===== src/rtl/order_timer_if.sv =====
// order_timer_if: control/status bundle between the appliance controller and
// the reservation/countdown timer.
//
// Configuration macro: ORDER_TIMER_DEC_EN adds the dec_btn signal.
//
// Signals
//   power_light  1 = appliance powered; 0 clears the timer
//   order_btn    add-time button (level, rising edge acts)
//   clean_btn    clear-time button (level, rising edge acts)
//   run_state    00 idle/set, 01 run, 10 pause, 11 stop
//   dec_btn      subtract-time button (only with ORDER_TIMER_DEC_EN)
//   rest_time    remaining time in units
//   tick         one-cycle pulse on each countdown decrement
//   done         one-cycle pulse when the countdown reaches 0
//
// Handshake: there is no valid/ready flow control. Every input is sampled on
// each rising clock edge; buttons act on a 0->1 change between two samples.
// Outputs are registered and valid every cycle after reset.
//
// Modports: master = controller side (drives inputs), slave = timer side.
interface order_timer_if #(
  parameter int WIDTH = 7
) ();
  logic             power_light;
  logic             order_btn;
  logic             clean_btn;
  logic [1:0]       run_state;
`ifdef ORDER_TIMER_DEC_EN
  logic             dec_btn;
`endif
  logic [WIDTH-1:0] rest_time;
  logic             tick;
  logic             done;

  modport master (
`ifdef ORDER_TIMER_DEC_EN
    output dec_btn,
`endif
    output power_light,
    output order_btn,
    output clean_btn,
    output run_state,
    input  rest_time,
    input  tick,
    input  done
  );

  modport slave (
`ifdef ORDER_TIMER_DEC_EN
    input  dec_btn,
`endif
    input  power_light,
    input  order_btn,
    input  clean_btn,
    input  run_state,
    output rest_time,
    output tick,
    output done
  );
endinterface


===== src/rtl/order_timer.sv =====
// order_timer: reservation/countdown timer.
//
// In idle the order button steps rest_time up by STEP, wrapping to 0 past
// MAX_TIME. In run, rest_time counts down one unit every TICK_CYCLES clocks
// with tick/done strobes; a clean edge clears it. Pause freezes everything,
// stop clears only the cycle counter.
//
// Configuration macro: ORDER_TIMER_DEC_EN adds a decrement button in idle
// (wraps from below STEP to MAX_TIME).
//
// Ports
//   clk   system clock, rising edge
//   rst   synchronous active-high reset
//   bus   order_timer_if.slave (power, buttons, run_state, rest_time,
//         tick, done)
module order_timer #(
  parameter int TICK_CYCLES = 100_000_000,
  parameter int STEP        = 10,
  parameter int MAX_TIME    = 60,
  parameter int WIDTH       = 7
) (
  input  logic         clk,
  input  logic         rst,
  order_timer_if.slave bus
);

  localparam int CW = (TICK_CYCLES > 1) ? $clog2(TICK_CYCLES) : 1;
  localparam logic [CW-1:0]  CNT_TERM = CW'(TICK_CYCLES - 1);
  // Extended-width constants: arithmetic at WIDTH+1 bits avoids aliasing
  // an overflowing sum back into the legal range.
  localparam logic [WIDTH:0] STEP_X   = (WIDTH + 1)'(STEP);
  localparam logic [WIDTH:0] MAX_X    = (WIDTH + 1)'(MAX_TIME);

  typedef enum logic [1:0] {
    MODE_IDLE  = 2'b00,
    MODE_RUN   = 2'b01,
    MODE_PAUSE = 2'b10,
    MODE_STOP  = 2'b11
  } mode_e;

  mode_e mode;
  assign mode = mode_e'(bus.run_state);

  logic [WIDTH-1:0] rest_q, rest_d;
  logic [CW-1:0]    cnt_q, cnt_d;
  logic             tick_q, tick_d;
  logic             done_q, done_d;
  logic             order_q, clean_q;

  logic             order_edge, clean_edge, dec_edge;
  logic [WIDTH:0]   sum_x;
  logic [WIDTH-1:0] inc_val;

  assign order_edge = bus.order_btn & ~order_q;
  assign clean_edge = bus.clean_btn & ~clean_q;

  assign sum_x   = {1'b0, rest_q} + STEP_X;
  assign inc_val = (sum_x > MAX_X) ? '0 : sum_x[WIDTH-1:0];

`ifdef ORDER_TIMER_DEC_EN
  logic             dec_q;
  logic [WIDTH-1:0] dec_val;

  assign dec_edge = bus.dec_btn & ~dec_q;
  assign dec_val  = ({1'b0, rest_q} >= STEP_X) ? (rest_q - WIDTH'(STEP))
                                                : WIDTH'(MAX_TIME);
`else
  assign dec_edge = 1'b0;
`endif

  // Edge-detect history follows the buttons in every mode and power state,
  // so a button held across a mode change never retriggers.
  always_ff @(posedge clk) begin
    if (rst) begin
      order_q <= 1'b0;
      clean_q <= 1'b0;
    end else begin
      order_q <= bus.order_btn;
      clean_q <= bus.clean_btn;
    end
  end

`ifdef ORDER_TIMER_DEC_EN
  always_ff @(posedge clk) begin
    if (rst) dec_q <= 1'b0;
    else     dec_q <= bus.dec_btn;
  end
`endif

  always_ff @(posedge clk) begin
    if (rst) begin
      rest_q <= '0;
      cnt_q  <= '0;
      tick_q <= 1'b0;
      done_q <= 1'b0;
    end else begin
      rest_q <= rest_d;
      cnt_q  <= cnt_d;
      tick_q <= tick_d;
      done_q <= done_d;
    end
  end

  always_comb begin
    rest_d = rest_q;
    cnt_d  = cnt_q;
    tick_d = 1'b0;
    done_d = 1'b0;
    if (!bus.power_light) begin
      rest_d = '0;
      cnt_d  = '0;
    end else begin
      unique case (mode)
        MODE_IDLE: begin
          cnt_d = '0;
          // Simultaneous add and subtract edges cancel out.
          if (order_edge && !dec_edge) begin
            rest_d = inc_val;
          end
`ifdef ORDER_TIMER_DEC_EN
          else if (dec_edge && !order_edge) begin
            rest_d = dec_val;
          end
`endif
        end
        MODE_RUN: begin
          // Clear beats a coincident terminal count: no tick, no done.
          if (clean_edge) begin
            rest_d = '0;
            cnt_d  = '0;
          end else if (rest_q == '0) begin
            cnt_d = '0;
          end else if (cnt_q == CNT_TERM) begin
            rest_d = rest_q - WIDTH'(1);
            cnt_d  = '0;
            tick_d = 1'b1;
            done_d = (rest_q == WIDTH'(1));
          end else begin
            cnt_d = cnt_q + CW'(1);
          end
        end
        MODE_PAUSE: begin
          // Counter and time frozen so a resume continues mid-unit.
        end
        MODE_STOP: begin
          cnt_d = '0;
        end
        default: begin
        end
      endcase
    end
  end

  assign bus.rest_time = rest_q;
  assign bus.tick      = tick_q;
  assign bus.done      = done_q;

endmodule

===== src/flat_wrapper.sv =====
// flat-port wrapper written by rule: the top's interface ports become plain ports
module order_timer_flat 
#(
  parameter int TICK_CYCLES = 100_000_000,
  parameter int STEP        = 10,
  parameter int MAX_TIME    = 60,
  parameter int WIDTH       = 7
)
  (clk, rst, bus_power_light, bus_order_btn, bus_clean_btn, bus_run_state, bus_rest_time, bus_tick, bus_done);
  order_timer_if #(.WIDTH(WIDTH)) bus_i ();
  input  logic clk;
  input  logic rst;
  input wire logic [$bits(bus_i.power_light)-1:0] bus_power_light;
  input wire logic [$bits(bus_i.order_btn)-1:0] bus_order_btn;
  input wire logic [$bits(bus_i.clean_btn)-1:0] bus_clean_btn;
  input wire logic [$bits(bus_i.run_state)-1:0] bus_run_state;
  output wire logic [$bits(bus_i.rest_time)-1:0] bus_rest_time;
  output wire logic [$bits(bus_i.tick)-1:0] bus_tick;
  output wire logic [$bits(bus_i.done)-1:0] bus_done;
  assign bus_i.power_light = bus_power_light;
  assign bus_i.order_btn = bus_order_btn;
  assign bus_i.clean_btn = bus_clean_btn;
  assign bus_i.run_state = bus_run_state;
  assign bus_rest_time = bus_i.rest_time;
  assign bus_tick = bus_i.tick;
  assign bus_done = bus_i.done;
  order_timer #(.TICK_CYCLES(TICK_CYCLES), .STEP(STEP), .MAX_TIME(MAX_TIME), .WIDTH(WIDTH)) u_core (.clk(clk), .rst(rst), .bus(bus_i));
endmodule

===== config.mk =====
export PLATFORM = sky130hd
export DESIGN_NAME = order_timer_flat
export DESIGN_NICKNAME = d
export VERILOG_FILES = /design/src/rtl/order_timer_if.sv /design/src/rtl/order_timer.sv /design/src/flat_wrapper.sv
export SDC_FILE = /design/constraint.sdc
export NUM_CORES = 1
export LEC_CHECK = 0
export CAP_MARGIN = 0
export CORE_MARGIN = 2
export CORE_UTILIZATION = 60
export CTS_CLUSTER_DIAMETER = 200
export DETAILED_ROUTE_END_ITERATION = 12
export PLACE_DENSITY = 0.81
export SYNTH_ARGS = -nofsm -noshare
export SYNTH_HDL_FRONTEND = slang
export SYNTH_SLANG_ARGS = --single-unit

===== constraint.sdc =====
create_clock -name clk -period 3.93 [get_ports clk]
set_input_delay 0.393 -clock clk [delete_from_list [all_inputs] [get_ports clk]]
set_output_delay 0.393 -clock clk [all_outputs]
set_load 0.01 [all_outputs]

# --- Word level (Yosys, flattened, before mapping) ---
# Index checks and enable logic that the tools add are counted.
# Widths: inputs -> output; s select.
word_totals:
  register_bits: 38
  latchBits: 0
  ramBits: 0
  mem_bits_ro: 0
  inputBits: 7
  output_inout_bits: 9
  wordCells: 44
  mem_count: 0
classes:
  n_addsub: 3
  multipliers: 0
  n_div: 0
  n_lt_le_gt_ge: 1
  n_eq_ne: 7
  n_shift: 0
  mux: 11
  n_bitwise: 7
  reduce_logical: 9
op_table:
  columns: ["operator", "count"]
  rows:
  - ["$mux 27", 3]
  - ["$pmux 27 s2", 1]
  - ["$mux 7", 5]
  - ["$add 27x1->27 const B", 1]
  - ["$eq 27x27->1 const B", 1]
  - ["$pmux 7 s2", 1]
  - ["$add 7x4->8 const B", 1]
  - ["$gt 8x6->1 const B", 1]
  - ["$eq 7x1->1 const B", 1]
  - ["$logic_not 7->1", 1]
  - ["$sub 7x1->7 const B", 1]
  - ["$reduce_or 6->1", 1]
  - ["$not 1->1", 5]
  - ["$reduce_or 5->1", 1]
  - ["$reduce_and 4->1", 1]
  - ["$reduce_bool 2->1", 2]
  - ["$reduce_or 2->1", 2]
  - ["$ne 3x1->1 const B", 1]
  - ["$ne 3x2->1 const B", 1]
  - ["$and 1x1->1", 2]
  - ["$eq 2x1->1 const B", 1]
  - ["$eq 2x2->1 const B", 1]
  - ["$logic_not 2->1", 1]
  - ["$ne 2x1->1 const B", 1]
  - ["$mux 1", 1]

# --- Logic depth before layout (Yosys ltp) ---
logic_depth:
  depth_word: 5
  mapped_depth: 10
  ltp_nobuf: 8

# --- Worst setup path after synthesis ---
# OpenSTA, ideal clock, no wires.
synth_path:
  path_type: "register -> register"
  startpoint: "register u_core.rest_q[1], in the netlist u_core.bus.rest_time[1]"
  endpoint: "register u_core.rest_q[3], in the netlist u_core.bus.rest_time[3]"
  setup_ns: 0.117
  t_arrival_ns: 1.933
  t_required_ns: 3.813
  path_slack_ns: 1.880
  path_stages_with_launch: 10
  path_buffers: 1
  period_less_slack_ns: 2.050
  path_cell_list: "dfxtp_1 inv_1 ha_1 nand2b_1 and2b_1 nor4_4 o21ba_1 buf_6 a21boi_2 o21ai_1"
synth_between:
  elab_chain_len: 5
  elab_cells_between_ends: 12
  classes_between: "2 x add/sub; 1 x order compare; 1 x eq/ne; 6 x mux; 2 x reduce/logical"
synth_lines:
  columns: ["element", "line", "text"]
  rows:
  - ["from (decl)", "order_timer.sv:44", "logic [WIDTH-1:0] rest_q, rest_d;"]
  - ["from (signal assigned)", "order_timer.sv:97", "rest_q <= rest_d;"]
  - ["$add 7x4->8 or $sub 7x1->7 (tied branches)", "order_timer.sv:57, order_timer.sv:134", null]
  - ["$gt 8x6->1 or $mux 7 (tied branches)", "order_timer.sv:58, order_timer.sv:133", null]
  - ["$mux 7 (on tied branches)", "order_timer.sv:58, order_timer.sv:131", null]
  - ["$mux 7 (on tied branches)", "order_timer.sv:117, order_timer.sv:128", null]
  - ["$pmux 7 s2", "order_timer.sv:113", "unique case (mode)"]
# Parallel ways exist; a longest one is shown, timed or not. The select of a mux whose other input is x is not followed.
# A chain may end at the register's enable or synchronous reset.

# --- Worst setup path in the final report ---
layout_path:
  startpoint: "register u_core.rest_q[1], in the netlist u_core.bus.rest_time[1]"
  endpoint: "register u_core.rest_q[5], in the netlist u_core.bus.rest_time[5]"
# The elaborated chain is that of the path after synthesis.

==> results.sh <==
export IMPL_wl_per_cell_um=12.8
export IMPL_synth_cell_types=48
export IMPL_multi_input_area_um2=1390
export IMPL_first_iter_violations=110
export IMPL_grt_pass1_wl_mm=7.28
export IMPL_overflow=0
export IMPL_min_path_type="reg -> reg"
export IMPL_ys_ff_latch=38
export IMPL_die_area_um2=4290
export IMPL_setup_violations=0
export IMPL_cts_resized=0
export IMPL_grt_pass1_vias=1593
export IMPL_total_power_w=0.000731
export IMPL_path_class="reg -> reg"
export IMPL_irDropWorstVdd_mv=0.192
export IMPL_slew_violations=0
export IMPL_maxSlewHeadroom_pct=46.4
export IMPL_n_antenna_cell=0
export IMPL_worstPathRequired_ps=4120
export IMPL_dp_slack_ps=1270
export IMPL_worst_slack_ps=1570
export IMPL_period_minus_slack_ps=2360
export IMPL_period_share_pct=60.1
export IMPL_holdWs_ps=520
export IMPL_cts_tree="done"
export IMPL_slowest_delay_ps=450
export IMPL_final_util_pct=68.1
export IMPL_routed_top_layer="met4"
export IMPL_status="completed"
export IMPL_avgSynthCellArea_um2=9.12
export IMPL_crit_family="simple AND/OR/NAND/NOR gates"
export IMPL_register_area_um2=761
export IMPL_die_w_um=65.5
export IMPL_htree_levels=2
export IMPL_synth_edf_count=0
export IMPL_timing_fmax_mhz=423
export IMPL_crit_path_end_kind="flip-flop"
export IMPL_wl_met2_mm=1.86
export IMPL_dr_pass1_iters=4
export IMPL_cap_violations=0
export IMPL_fill_cells=295
export IMPL_netlist_instances=249
export IMPL_drive_gt1_share_pct=14.1
export IMPL_yosys_area_top_type="dfxtp_1"
export IMPL_rsz0062_at_grt="false"
export IMPL_ios=16
export IMPL_numCtsBuffers=5
export IMPL_cp_data_arrival_time_ps=2550
export IMPL_post_cts_buffers=0
export IMPL_worst_pin_slew_ps=802
export IMPL_rows=22
export IMPL_hpwl_mm=2.92
export IMPL_skew_ps=6.37
export IMPL_area_growth_synth_to_final_pct=9.92
export IMPL_wl_met3_um=193
export IMPL_drt_met1_wl_mm=1.87
export IMPL_synth_main_ff_cell="dfxtp_1"
export IMPL_async_flop_share_pct=0
export IMPL_yosysWarningCount=0
export IMPL_finalWirelength_mm=3.97
export IMPL_vias=1682
export IMPL_grt_use_total_pct=22.0
export IMPL_path_buf_inv=1
export IMPL_start_kind="flip-flop"
export IMPL_p_leak_nw=0.906
export IMPL_clkSlewWorstSetupHoldPaths_ps=70
export IMPL_synthTopCellsByArea="dfxtp_1, xnor2_1, ha_1"
export IMPL_cts_sinks=38
export IMPL_coreArea_um2=3660
export IMPL_yosysMostFrequentCell="dfxtp_1"
export IMPL_clkLatencyLatePin_ps=290
export IMPL_cp_slowest_cell="dfxtp_1"
export IMPL_fp_dieH_um=65.5
export IMPL_grt_max_degree=28
export IMPL_crit_chain="inv_1, ha_1, nand2b_1, and2b_1, nor4_4, o21ba_1, a21boi_2, o21ai_1"
export IMPL_ys_seq_area_share_pct=33.5
export IMPL_p_per_area_nw_per_um2=293
export IMPL_syn_cell_area_um2=2270
export IMPL_clk_path_buf_depth=2
export IMPL_port_buffers=15
export IMPL_gp_congestion=0.854
export IMPL_yosysTopAreaCellShare_pct=33.5
export IMPL_synth_nets=266
export IMPL_drc=0
export IMPL_hold_viol=0
export IMPL_initial_core_util_pct=62.0
export IMPL_tns_ps=0
export IMPL_cp_max_fo=9
export IMPL_antenna_found_initial=0
export IMPL_synth_common_cells="dfxtp_1, nor2_1, xnor2_1"
export IMPL_root_buffer="clkbuf_8"
export IMPL_nets=279
export IMPL_postRouteAntennaNets=0
export IMPL_ctsHoldBuffers=0
export IMPL_vias_per_cell=5.41
## where the power goes
group	switching, W	total (W)	internal (W)	leakage, nW
Clock	0.000137	0.000279	0.000142	0.0482
Combinational	0.0000323	0.0000602	0.0000279	0.551
Sequential	0.00000455	0.000392	0.000388	0.307
## cells by family after synthesis
logic type,Yosys count,share of synthesized area [%]
simple gates,118,32.9
flops,38,33.5
xor+xnor,31,12.0
compound gates,29,9.59
buf+inv,20,5.18
fa+ha+maj,10,5.51
mux,3,1.32
## registers in the layout (all words and copies together) (netlist names)
name                  cells
u_core.bus.done           1
u_core.bus.rest_time      7
u_core.bus.tick           1
u_core.clean_q            1
u_core.cnt_q             27
u_core.order_q            1
## metal layers
layer,vias up,GRT usage [%]
li1,872,-
met3,6,7.88
met5,-,0
met4,0,7.55
met2,36,34.1
met1,768,28.4
## worst min-delay path, stage by stage (launching register included)
cell     delay (ps)
dfxtp_1         340
xnor2_1          70
nor2_1           70
## stage by stage
step                std cells  cell area (µm²)
floorplan                 249             2270
global placement          303             2400
detailed placement        303             2400
CTS                       311             2490
global route              311             2490
finish                    311             2490
## final cells by class
class / instances / share of cell area [%]
Clock inverter: 1 / 0.201
Timing Repair Buffer: 15 / 6.02
Clock buffer: 7 / 3.46
Inverter: 11 / 1.65
Multi-Input combinational cell: 191 / 55.8
Tap cell: 48 / 2.41
Sequential cell: 38 / 30.5
## cell usage in the layout (no fill, tap or decap), types with 2 or more instances in the layout
master | netlist | routed
nand2b_1 | 4 | 4
nor2_1 | 32 | 32
dfxtp_1 | 38 | 38
a21oi_1 | 9 | 9
nor2_2 | 10 | 10
xor2_1 | 8 | 8
o22ai_1 | 2 | 2
ha_1 | 10 | 10
nor2b_1 | 5 | 5
nand2_1 | 14 | 14
o21ai_1 | 3 | 3
and4_1 | 2 | 2
nand3_1 | 11 | 11
nor3_1 | 2 | 2
and3_1 | 8 | 8
clkdlybuf4s50_1 | 0 | 15
a22o_1 | 2 | 2
inv_1 | 11 | 11
nor3_4 | 2 | 2
clkbuf_8 | 0 | 6
and2b_1 | 2 | 2
nor4b_2 | 2 | 2
nor4_1 | 4 | 4
and2_1 | 2 | 2
o21ai_0 | 4 | 4
a21boi_2 | 2 | 2
xnor2_1 | 23 | 23
nand4_1 | 3 | 3
mux2i_1 | 3 | 3
nor3_2 | 4 | 4
## worst paths after layout
check,startpoint,to,slack (ps),depth (start not counted)
setup / recovery,u_core.bus.rest_time[1],u_core.bus.rest_time[5],1570,8
hold / removal,u_core.cnt_q[18],u_core.cnt_q[18],520,2
setup reg to reg,u_core.bus.rest_time[1],u_core.bus.rest_time[5],1570,8
hold reg to reg,u_core.cnt_q[18],u_core.cnt_q[18],520,2
Note: power is estimated with default switching activity, not from simulation.
